===== src/rtl/wfg_drive_pat_seq.sv =====
// wfg_drive_pat_seq
// Pattern-driver sequencer: generates the bit-period sub-cycle counter shared by
// all channels and turns the AXI-Stream pattern words into one stable data word
// per bit period. A one-entry prefetch buffer decouples the stream from the
// period boundary; a period that starts with no new word repeats the previous
// word and is counted as an underrun.

module wfg_drive_pat_seq #(
  parameter int CHANNELS = 32
) (
  input  logic                clk,
  input  logic                rst_n,
  input  logic                ctrl_en_q_i,
  input  logic [7:0]          cfg_period_q_i,
  input  logic [CHANNELS-1:0] s_axis_tdata_i,
  input  logic                s_axis_tvalid_i,
  output logic                s_axis_tready_o,
  output logic [7:0]          pat_subcycle_cnt_o,
  output logic [CHANNELS-1:0] axis_data_o,
  output logic                ch_en_o,
  output logic                period_start_o,
  output logic                underrun_o,
  output logic [7:0]          underrun_cnt_o
);

  localparam logic [1:0] ST_IDLE  = 2'd0;
  localparam logic [1:0] ST_PRIME = 2'd1;
  localparam logic [1:0] ST_RUN   = 2'd2;

  localparam logic [7:0] UNDERRUN_MAX = 8'hFF;

  logic [1:0]          state_q;
  logic [7:0]          cnt_q;
  logic [CHANNELS-1:0] buf_q;
  logic                buf_valid_q;
  logic [CHANNELS-1:0] data_q;
  logic                underrun_q;
  logic [7:0]          underrun_cnt_q;

  logic in_idle;
  logic in_prime;
  logic in_run;
  logic ready;
  logic handshake;
  logic wrap;
  logic starve;

  // Decode state, stream acceptance and period-boundary events.
  // NOTE: every always_comb output gets a default first so no path leaves it unassigned (no latch).
  always_comb begin
    in_idle   = 1'b0;
    in_prime  = 1'b0;
    in_run    = 1'b0;
    ready     = 1'b0;
    handshake = 1'b0;
    wrap      = 1'b0;
    starve    = 1'b0;

    in_idle   = (state_q == ST_IDLE);
    in_prime  = (state_q == ST_PRIME);
    in_run    = (state_q == ST_RUN);
    // Accept in PRIME, or in RUN while the prefetch slot is free.
    ready     = ctrl_en_q_i & (in_prime | (in_run & ~buf_valid_q));
    handshake = ready & s_axis_tvalid_i;
    // '>=' lets a shrunk period take effect on the very next cycle.
    wrap      = in_run & (cnt_q >= cfg_period_q_i);
    // Period boundary with neither a buffered nor a bypassed word available.
    starve    = ctrl_en_q_i & wrap & ~buf_valid_q & ~handshake;
  end

  // Sequencer state: IDLE -> PRIME on enable, PRIME -> RUN on first word, any -> IDLE on disable.
  // NOTE: sequential state uses non-blocking assignments so every register samples pre-edge values.
  always_ff @(posedge clk or negedge rst_n) begin
    if (!rst_n) begin
      state_q <= ST_IDLE;
    end else if (!ctrl_en_q_i) begin
      state_q <= ST_IDLE;
    end else begin
      case (state_q)
        ST_IDLE:  state_q <= ST_PRIME;
        ST_PRIME: if (handshake) state_q <= ST_RUN;
        ST_RUN:   state_q <= ST_RUN;
        default:  state_q <= ST_IDLE;
      endcase
    end
  end

  // Sub-cycle counter: counts only in RUN, restarts at 0 on every wrap.
  always_ff @(posedge clk or negedge rst_n) begin
    if (!rst_n) begin
      cnt_q <= 8'd0;
    end else if (!ctrl_en_q_i || !in_run || wrap) begin
      cnt_q <= 8'd0;
    end else begin
      cnt_q <= cnt_q + 8'd1;
    end
  end

  // Prefetch buffer: filled by a mid-period handshake, drained at the next wrap.
  // NOTE: the buffer data is reset as well so axis_data_o can never pick up X, even though buf_valid_q guards it.
  always_ff @(posedge clk or negedge rst_n) begin
    if (!rst_n) begin
      buf_q       <= '0;
      buf_valid_q <= 1'b0;
    end else if (!ctrl_en_q_i || !in_run) begin
      buf_valid_q <= 1'b0;
    end else if (wrap) begin
      buf_valid_q <= 1'b0;
    end else if (handshake) begin
      buf_q       <= s_axis_tdata_i;
      buf_valid_q <= 1'b1;
    end
  end

  // Current period data: loaded by the priming word, then at each wrap from buffer or bypass.
  always_ff @(posedge clk or negedge rst_n) begin
    if (!rst_n) begin
      data_q <= '0;
    end else if (!ctrl_en_q_i || in_idle) begin
      data_q <= '0;
    end else if (in_prime) begin
      if (handshake) data_q <= s_axis_tdata_i;
    end else if (wrap) begin
      if (buf_valid_q) begin
        data_q <= buf_q;
      end else if (handshake) begin
        data_q <= s_axis_tdata_i;
      end
    end
  end

  // Underrun flag for the first cycle of a repeated period.
  always_ff @(posedge clk or negedge rst_n) begin
    if (!rst_n) begin
      underrun_q <= 1'b0;
    end else begin
      underrun_q <= starve;
    end
  end

  // Saturating underrun counter: cleared when a new run is armed, kept across disable.
  always_ff @(posedge clk or negedge rst_n) begin
    if (!rst_n) begin
      underrun_cnt_q <= 8'd0;
    end else if (ctrl_en_q_i && in_idle) begin
      underrun_cnt_q <= 8'd0;
    end else if (starve && (underrun_cnt_q != UNDERRUN_MAX)) begin
      underrun_cnt_q <= underrun_cnt_q + 8'd1;
    end
  end

  assign s_axis_tready_o    = ready;
  assign pat_subcycle_cnt_o = cnt_q;
  assign axis_data_o        = data_q;
  assign ch_en_o            = in_run;
  assign period_start_o     = in_run & (cnt_q == 8'd0);
  assign underrun_o         = underrun_q;
  assign underrun_cnt_o     = underrun_cnt_q;

endmodule


===== config.mk =====
export PLATFORM = sky130hd
export DESIGN_NAME = wfg_drive_pat_seq
export DESIGN_NICKNAME = d
export VERILOG_FILES = /design/src/rtl/wfg_drive_pat_seq.sv
export SDC_FILE = /design/constraint.sdc
export NUM_CORES = 1
export LEC_CHECK = 0
export CELL_PAD_IN_SITES_DETAIL_PLACEMENT = 1
export CELL_PAD_IN_SITES_GLOBAL_PLACEMENT = 1
export CORE_MARGIN = 3
export CORE_UTILIZATION = 43
export DETAILED_ROUTE_END_ITERATION = 10
export HOLD_SLACK_MARGIN = 0.08
export PLACE_DENSITY = 0.88
export SLEW_MARGIN = 20
export SYNTH_ARGS = -nofsm -noshare
export SYNTH_HDL_FRONTEND = slang
export SYNTH_SLANG_ARGS = --single-unit
export TNS_END_PERCENT = 50

===== constraint.sdc =====
create_clock -name clk -period 6.3 [get_ports clk]
set_clock_uncertainty 0.05 [all_clocks]
set_input_delay 1.26 -clock clk [delete_from_list [all_inputs] [get_ports clk]]
set_output_delay 1.26 -clock clk [all_outputs]
set_load 0.05 [all_outputs]

* Word-level counts from Yosys, hierarchy flattened
Cells that the tools add are included.
** Cells by class
- $add $sub $neg :: 2
- Order comparisons :: 1
- Equality and inequality tests :: 4
- Multiplexer cells :: 14
- Bitwise gates (word level) :: 13
- Reductions and logical operators :: 13
** Operator list (number)
- 32-bit 2-to-1 mux :: 5
- 8-bit 2-to-1 mux :: 3
- 8-bit by 1-bit adder with 8-bit output, second input constant :: 2
- 1-bit AND :: 8
- 8-bit greater-or-equal comparator :: 1
- 8-bit zero test :: 1
- 8-bit != test, second input constant :: 1
- 2-bit case mux with 3 select lines :: 1
- 3-bit nonzero test :: 2
- 2-bit 2-to-1 mux :: 2
- 1-bit inverter :: 4
- 1-bit logical OR :: 3
- 1-bit 2-to-1 mux :: 3
- 3-bit by 2-bit != test with 1-bit output, second input constant :: 1
- 3-bit AND reduction :: 1
- 2-bit by 1-bit equality test with 1-bit output, second input constant :: 1
- 2-bit equality test, second input constant :: 1
- 1-bit logical AND :: 2
- 1-bit zero test :: 2
- 2-bit zero test :: 1
- 2-bit nonzero test :: 1
- 1-bit OR :: 1
** Word-level totals
- Register bits after elaboration :: 84
- Input bits :: 44

* Logic depth before layout (Yosys ltp)
Gate-level depths: netlist (run 1).
- Depth after elaboration :: 10
- Depth in mapped cells :: 10
- Gate-level depth less buffers :: 7

* Worst setup path before layout (run 1)
OpenSTA, ideal clock, no wires.
- Kind :: input to output
- From :: input port ctrl_en_q_i
- To :: output port s_axis_tready_o
- Arrival time :: 2.635 ns
- Path slack :: 2.355 ns
- Stages on the path :: 2
- Path buffers :: 1
- Path through :: clkbuf_1 > a21boi_0
** Between the ends
- Longest elaborated chain between the ends :: 1
** Ends and longest elaborated chain
- start, declared :: line 13 : input logic ctrl_en_q_i,
- 1-bit AND :: line 63 : ready = ctrl_en_q_i & (in_prime | (in_run & ~buf_valid_q));
- end, declared :: line 17 : output logic s_axis_tready_o,
Every way passes these cells.

* Final worst setup path (run 1)
Ends and elaborated chain as after synthesis.

==> reports/results.txt, run 1 <==
Clk Tree Root Cell - clkbuf_8
r2r setup slk - 2.85 ns
Vias - 4097
ys async rst share - 100.0%
first-pass GRT wire length - 22730 um
reg2reg path depth - 8
post_cts resized - 0
TritonCTS buffer count - 9
core area - 10460 um^2
# diodes - 0
initial drt markers - 238
fin. max-slew vios - 0
r2r startpoint - pat_subcycle_cnt_o[0]
ratio of cells with drive above 1 in the final layout - 11.07%
WP data required - 4.99 ns
overall routing resource usage - 23.82%
Relative slew margins - 26.45%
final antenna-violating net count - 0
WP data arrival - 2.97 ns
Setup crit end kind - output port
largest net degree at the start of global routing - 85
CTS Hold Bufs - 0
cell count after synthesis - 471
Max Fclk - 233.9 MHz
number of global-route vias before repair - 4531
area of the multi-input gates - 2376 um^2
GP Congestion - 0.8039
crit path max fanout - 9
clk sinks - 84
Area Overhead vs Synth - 26.23%
nets - 605
post-DR vias/cell - 5.964
die width - 110.3 um
Seq cells post-synth - 84
Mapped Area - 4679 um^2
Bufs on Longest Clock Path - 2
hold slack - 0.4869 ns
Post-CTS Setup Inserts - 0
Leak Pwr - 2.691 nW
Tmin final - 4.276 ns
drt total wl - 13830 um
PD cells - 349.0 nW/um^2
setup TNS - 0 ns
RSZ-0062 raised after global routing - no
Setup CP Type - in -> out
H-tree Lvls - 3
end of the critical path - s_axis_tready_o
Reg-to-Reg End - buf_q[31]
FILL cells - 1173
Post-synth EDFFs - 0
IO Pins - 96
synthesis warning total - 0
Starting Density - 44.73%
clk slew on worst S/H paths - 0.08 ns
Worst setup SP type - primary input
hold_sp - buf_q[31]
Final setup viols - 0
DIE HEIGHT - 110.3 um
max cap viols - 0
Avg Inst Size Synth - 9.935 um^2
wire per inst - 20.13 um
CP startpoint - ctrl_en_q_i
Mapped Nets - 530
Worst VDD drop - 0.1588 mV
drt drc - 0
Sequential Area - 2102 um^2
die area - 12170 um^2
grt ovf - 0
initial antenna violation count - 0
drt pass-1 iters - 4
DPL Wire Length - 8973 um
Yosys cell types - 44
Top FF cell, synth - dfrtp_1
Worst Hold Class - reg -> reg
Worst-Skew Late Latency - 0.37 ns
Rows - 37
TritonCTS clock tree - yes
worst-margin pin slew - 1.103 ns
port buffer count - 95
Seq/Total Area, Yosys - 44.92%
final worst path period share - 67.87%
status - completed
Final Hold Fails - 0
-- flip-flops by register name, indices dropped and copies added (netlist names) --
name                cells
state_q                 2
axis_data_o            32
buf_q                  32
buf_valid_q             1
underrun_cnt_o          8
underrun_o              1
pat_subcycle_cnt_o      8
-- per-stage QoR --
stage               area [um^2]  setup slack (ns)  util [%]  power, mW  std cells
floorplan                  4679             2.355         -      1.375        471
global placement           5700             1.785     54.48      1.602        671
detailed placement         5700             1.734     54.48      1.656        671
CTS                        5902             2.029     56.41      2.065        687
global route               5907             1.953     56.46      2.174        687
finish                     5907             2.024     56.46      2.061        687
-- power by group --
part	switching, mW	internal [mW]
registers	0.124	0.682
clock network	0.221	0.188
logic	0.494	0.352
total	0.840	1.22
-- kinds of logic after synthesis --
logic type,Yosys count,share of synthesized area [%]
xor gates and xnor gates,6,1.123
muxes,39,11.60
DFF,84,44.92
and+or+nand+nor,160,15.83
buffers and inverters,52,4.679
adders and majority gates,15,4.011
AOI/OAI and AO/OA,115,17.83
-- cell usage after synthesis (2+ instances only) --
cell type  count  share of area (%)
a21o_1         2               0.32
a21oi_1       38                4.1
a22oi_1       31                5.0
and2_1         3               0.40
and3_1         3               0.40
buf_1          2               0.16
buf_6          3               0.72
clkbuf_1      32                2.6
dfrtp_1       84                 45
ha_1          15                4.0
inv_1         14                1.1
mux2_1         2               0.48
mux2_4        30                9.6
mux2i_1        7                1.5
nand2_1       76                6.1
nand2b_1       6               0.80
nand3_1       41                4.4
nand4_1        3               0.40
nor2_1        13                1.0
nor2b_1        4               0.53
nor3_1         3               0.32
nor4_1         2               0.27
o21a_1         2               0.32
o221ai_1      31                5.8
xor2_1         5               0.94
-- cell usage in the layout (no fill, tap or decap), types with 2 or more instances in the layout --
cell and instances:
nand2b_1 6, mux2i_1 7, and3_1 3, buf_4 7
a21oi_1 38, and2_1 3, a22oi_1 31, nor2b_2 2
o21a_1 2, nand3_1 41, ha_1 15, a21o_2 2
nor2b_1 2, o221ai_1 31, clkdlybuf4s50_1 94, nand2_1 76
nand4_1 3, clkbuf_8 9, clkinv_4 2, xor2_1 5
nor2_1 13, clkinvlp_4 2, dfrtp_1 84, nor4_1 2
mux2_4 30, inv_1 14, mux2_1 2, nor3_1 3
-- metal layers --
layer / global-route usage [%] / routed length [um] / up-vias
met2: 40.90 / 7045 / 119
met4: 9.938 / 258 / 0
li1: - / - / 1866
met5: 0 / 0 / -
met1: 30.38 / 5890 / 2087
met3: 2.970 / 636 / 25
-- worst min path at each step --
stage | to | slack [ns] | cells past startpoint
after global placement | buf_q[0] | 0.45 | 1
after floorplan | buf_q[30] | 0.43 | 1
final | buf_q[31] | 0.49 | 1
after detailed placement | buf_q[30] | 0.47 | 1
after global routing | buf_q[30] | 0.50 | 1
after CTS | buf_q[30] | 0.49 | 1
-- area by class of cell --
cell class / instances / area share [%]
multi-input combinational: 335 / 40.22
sequential: 84 / 35.59
timing repair buffer: 102 / 17.01
tap: 136 / 2.881
clock buffer: 10 / 2.161
clock inverter: 6 / 1.250
inverter: 14 / 0.8896
-- critical path, stage by stage --
cell and delay (ns):
clkdlybuf4s50_1 0.63, a21boi_0 0.21, clkdlybuf4s50_1 0.86
(Power assumes the default switching activity.)
==> inputs of run 2 (changes only) <==
CORE_UTILIZATION = 40   (was 43)
PLACE_DENSITY = 0.83   (was 0.88)
clock period = 4 ns   (was 6.3 ns; I/O delays follow)
==> run 2 against run 1 <==
- die area grew 7.1%
- hold slack lost 0.027 ns
- count of clock-buffer cells in the layout grew 1
- combinational power grew 61%
- first-iteration DRC count shrank 19%
- sequential share of layout area shrank 0.67 points
- wire length grew 4.3%
- worst setup slack lost 1.2 ns
- highest routed layer unchanged
- sequential power grew 58%
- global-route usage shrank 0.90 points
- critical path type is now in -> reg
==> reports/results.txt, run 2 (same netlist as run 1, synthesis figures left out) <==
Worst setup SP type - primary input
setup TNS - 0 ns
TritonCTS buffer count - 9
area of placed instances - 5715 um^2
grt ovf - 0
Worst Hold Class - in -> async
first-pass GRT wire length - 23780 um
RSZ-0062 raised after global routing - no
Largest delay share family, worst path - buffers and inverters
status - completed
Setup CP Type - in -> reg
# diodes - 0
commonest non-fill, non-tap cell in the layout - clkdlybuf4s50_1
PD cells - 579.7 nW/um^2
final antenna-violating net count - 0
H-tree Lvls - 3
Critical Path Slowest Stage Cell - or3_2
hold slack - 0.4602 ns
Starting Density - 42.06%
CP Cell Sequence - clkdlybuf4s50_1 -> ha_1 -> nand2b_4 -> a2111oi_4 -> o31ai_4 -> or3_2 -> buf_4 -> mux2_1
CP bufs+invs - 2
worst-margin pin slew - 0.8750 ns
Leak Pwr - 2.753 nW
final worst path period share - 80.27%
final core occ - 54.12%
Area Overhead vs Synth - 28.66%
Vias - 4118
die area - 13030 um^2
post_cts resized - 0
nets - 605
initial antenna violation count - 0
IO Pins - 96
drt total wl - 14420 um
Clk Tree Root Cell - clkbuf_16
Max Fclk - 311.5 MHz
post-DR vias/cell - 5.968
clk sinks - 84
most frequent cells in the layout - clkdlybuf4s50_1 (93), dfrtp_1 (84), nand2_1 (75)
number of global-route vias before repair - 4514
die width - 114.2 um
max incr delay on CP - 0.46 ns
Worst VDD drop - 0.3094 mV
TritonCTS clock tree - yes
WP data required - 4.17 ns
Post-CTS Setup Inserts - 0
GP Congestion - 0.7939
DIE HEIGHT - 114.2 um
Tmin final - 3.211 ns
wire per inst - 20.90 um
core area - 11130 um^2
drt pass-1 iters - 4
fin area - 6021 um^2
overall routing resource usage - 22.92%
fin. max-slew vios - 0
Rows - 38
WP data arrival - 3.38 ns
Final setup viols - 0
crit path max fanout - 32
Final Hold Fails - 0
initial drt markers - 193
clk slew on worst S/H paths - 0.06 ns
largest net degree at the start of global routing - 85
ratio of cells with drive above 1 in the final layout - 11.27%
Worst-Skew Late Latency - 0.34 ns
Relative slew margins - 41.54%
drt drc - 0
Bufs on Longest Clock Path - 2
max cap viols - 0
Setup crit end kind - register
DPL Wire Length - 9196 um
CTS Hold Bufs - 0
port buffer count - 95
-- run 2: cell types whose count changed in the layout (fill, tap and decap cells not counted), sizes merged --
cell	delta
inv	-1
clkinvlp	-2
clkdlybuf4s50	-1
clkbuf	+1
clkinv	+1
buf	+1
-- run 2: worst register-to-register path, cell delays in order, from the launching register on --
cell      delay [ns]
dfrtp_1         0.40
inv_1           0.12
ha_1            0.26
buf_4           0.41
nand2b_1        0.13
a21o_2          0.25
or3_2           0.41
buf_4           0.34
mux2_1          0.41
-- run 2: final timing paths --
path                                          to  cells after the start              start  slack, ns
max                                     buf_q[0]                      8  cfg_period_q_i[0]       0.79
min                              axis_data_o[14]                      1              rst_n       0.46
max reg2reg                             buf_q[0]                      8         state_q[0]       1.10
min reg2reg                             buf_q[0]                      1           buf_q[0]       0.49
max in group asynchronous  pat_subcycle_cnt_o[1]                      1              rst_n       2.91
min in group clk                        buf_q[0]                      1           buf_q[0]       0.49
-- run 2: area by class of cell --
type                       count  area, um^2
fill                        1237        5105
timing repair buffer         102        1002
clock inverter                 4       48.80
tap                          140       175.2
multi-input combinational    335        2387
sequential                    84        2102
inverter                      14       52.55
clock buffer                  11       252.7
-- run 2: through the flow --
| step | power [mW] | worst slack [ns] | std cells |
|---|---|---|---|
| 5_1_grt | 3.681 | 0.6630 | 690 |
| 4_1_cts | 3.507 | 0.7666 | 690 |
| 3_5_place_dp | 2.627 | 0.4138 | 675 |
| 6_report | 3.490 | 0.7892 | 690 |
| 2_1_floorplan | 2.166 | 0.6531 | 471 |
| 3_3_place_gp | 2.549 | 0.4892 | 675 |
-- run 2: power breakdown --
group / switching (mW) / total, mW / leakage (nW) / internal, mW
Combinational: 0.803 / 1.36 / 1.45 / 0.559
Clock: 0.347 / 0.860 / 0.151 / 0.513
Sequential: 0.192 / 1.27 / 1.15 / 1.08
-- run 2: per-layer routing --
layer | wire length, um | track usage (%)
met4 | 219 | 6.730
met5 | 0 | 0
met2 | 7130 | 38.91
met1 | 6208 | 29.61
met3 | 863 | 4.704
==> inputs of run 3 (changes only) <==
clock period = 3.14 ns   (was 4 ns; I/O delays follow)
==> run 3 against run 2 <==
- wire length down 2.7%
- power up 26%
- cell count up 0.87%
- first-iteration DRC count down 13%
- critical path depth unchanged
- sequential power up 27%
- core utilization up 0.54 points
- count of clock-buffer cells in the layout unchanged
- final area up 1.0%
==> reports/results.txt, run 3 (same netlist as run 1, synthesis figures left out) <==
status - completed
clk sinks - 84
Worst-Skew Late Latency - 0.34 ns
Critical Path Slowest Stage Cell - or3_2
Rows - 38
Max Fclk - 345.6 MHz
wire per inst - 20.16 um
Tmin final - 2.893 ns
# diodes - 0
DIE HEIGHT - 114.2 um
reg2reg path depth - 8
most frequent cells in the layout - clkdlybuf4s50_1 (91), dfrtp_1 (84), nand2_1 (76)
drt pass-1 iters - 4
die area - 13030 um^2
CTS Hold Bufs - 0
overall routing resource usage - 22.43%
WP data arrival - 3.07 ns
fin. max-slew vios - 0
Final Hold Fails - 0
Reg-to-Reg End - buf_q[31]
max cap viols - 0
worst-margin pin slew - 0.7878 ns
RSZ-0062 raised after global routing - no
Worst VDD drop - 0.4294 mV
CP bufs+invs - 2
drt total wl - 14030 um
Largest delay share family, worst path - simple AND/OR/NAND/NOR gates
PD cells - 723.3 nW/um^2
initial antenna violation count - 0
commonest non-fill, non-tap cell in the layout - clkdlybuf4s50_1
Worst Hold Class - in -> async
Worst setup SP type - primary input
clk slew on worst S/H paths - 0.06 ns
ratio of cells with drive above 1 in the final layout - 12.23%
crit path max fanout - 24
Clk Tree Root Cell - clkbuf_16
Leak Pwr - 2.775 nW
Placed Cells - 680
r2r setup slk - 0.37 ns
first-pass GRT wire length - 23340 um
CP Cell Sequence - clkdlybuf4s50_1 -> ha_1 -> nand2b_4 -> a2111oi_4 -> o31ai_4 -> or3_2 -> buf_12 -> mux2_1
number of global-route vias before repair - 4556
FILL cells - 1274
Post-CTS Setup Inserts - 0
TritonCTS buffer count - 9
largest net degree at the start of global routing - 85
Setup crit end kind - register
grt ovf - 0
r2r startpoint - pat_subcycle_cnt_o[0]
GP Congestion - 0.7741
final cell count without fillers - 696
TritonCTS clock tree - yes
post-DR vias/cell - 5.895
initial drt markers - 168
Bufs on Longest Clock Path - 2
final worst path period share - 92.14%
H-tree Lvls - 3
area of placed instances - 5798 um^2
Area Overhead vs Synth - 29.95%
nets - 610
final antenna-violating net count - 0
port buffer count - 95
IO Pins - 96
max incr delay on CP - 0.51 ns
WP data required - 3.31 ns
Relative slew margins - 47.48%
final core occ - 54.66%
Setup CP Type - in -> reg
post_cts resized - 0
die width - 114.2 um
Final setup viols - 0
DPL Wire Length - 9204 um
core area - 11130 um^2
Vias - 4103
drt drc - 0
fin area - 6081 um^2
Starting Density - 42.06%
[run 3: changes by cell type in the layout (fill, tap and decap cells not counted), sizes merged]
cell,change
buf,+7
bufinv,-1
clkinv,-2
inv,+1
clkinvlp,+3
clkdlybuf4s50,-2
[run 3: through the flow]
stage | setup TNS (ns) | worst slack [ns] | hold WS (ns) | total power [mW]
after floorplan | 0 | 0.3326 | 0.2824 | 2.760
after global placement | -1.201 | -0.05137 | 0.4489 | 3.294
after detailed placement | -3.231 | -0.1016 | 0.4643 | 3.392
after CTS | 0 | 0.2384 | 0.4861 | 4.428
after global routing | 0 | 0.1811 | 0.3394 | 4.661
final | 0 | 0.2469 | 0.2836 | 4.398
[run 3: routing by layer]
layer | global-route usage, % | vias to the layer above | routed length, um | part of all wire [%]
li1 | - | 1883 | - | -
met1 | 27.87 | 2080 | 6123 | 44
met2 | 39.54 | 111 | 6999 | 50
met3 | 4.070 | 29 | 642 | 4.6
met4 | 6.968 | 0 | 265 | 1.9
met5 | 0 | - | 0 | 0
[run 3: report_power, final]
group          switching, mW  internal, mW  total [mW]
sequential             0.239          1.37        1.61
combinational           1.01         0.764        1.78
clock                  0.453         0.560        1.01
total                   1.70          2.69        4.40
[run 3: how the worst max path moves through the flow]
| stage | slack [ns] | depth (start not counted) | endpoint | startpoint |
|---|---|---|---|---|
| floorplan | 0.33 | 9 | buf_q[10] | pat_subcycle_cnt_o[0] |
| global placement | -0.05 | 8 | buf_q[31] | cfg_period_q_i[0] |
| detailed placement | -0.10 | 8 | buf_q[31] | cfg_period_q_i[0] |
| CTS | 0.24 | 8 | buf_q[31] | cfg_period_q_i[0] |
| global route | 0.18 | 8 | buf_q[31] | cfg_period_q_i[0] |
| finish | 0.25 | 8 | buf_q[31] | cfg_period_q_i[0] |
[run 3: cell type report]
cell class / instances / area [um^2] / share of cell area, %
inverters: 14 / 52.55 / 0.8642
clock buffers: 11 / 242.7 / 3.992
well taps: 140 / 175.2 / 2.881
clock inverters: 5 / 36.28 / 0.5967
multi-input cells: 335 / 2375 / 39.05
flip-flops and latches: 84 / 2102 / 34.57
repair buffers: 107 / 1097 / 18.05
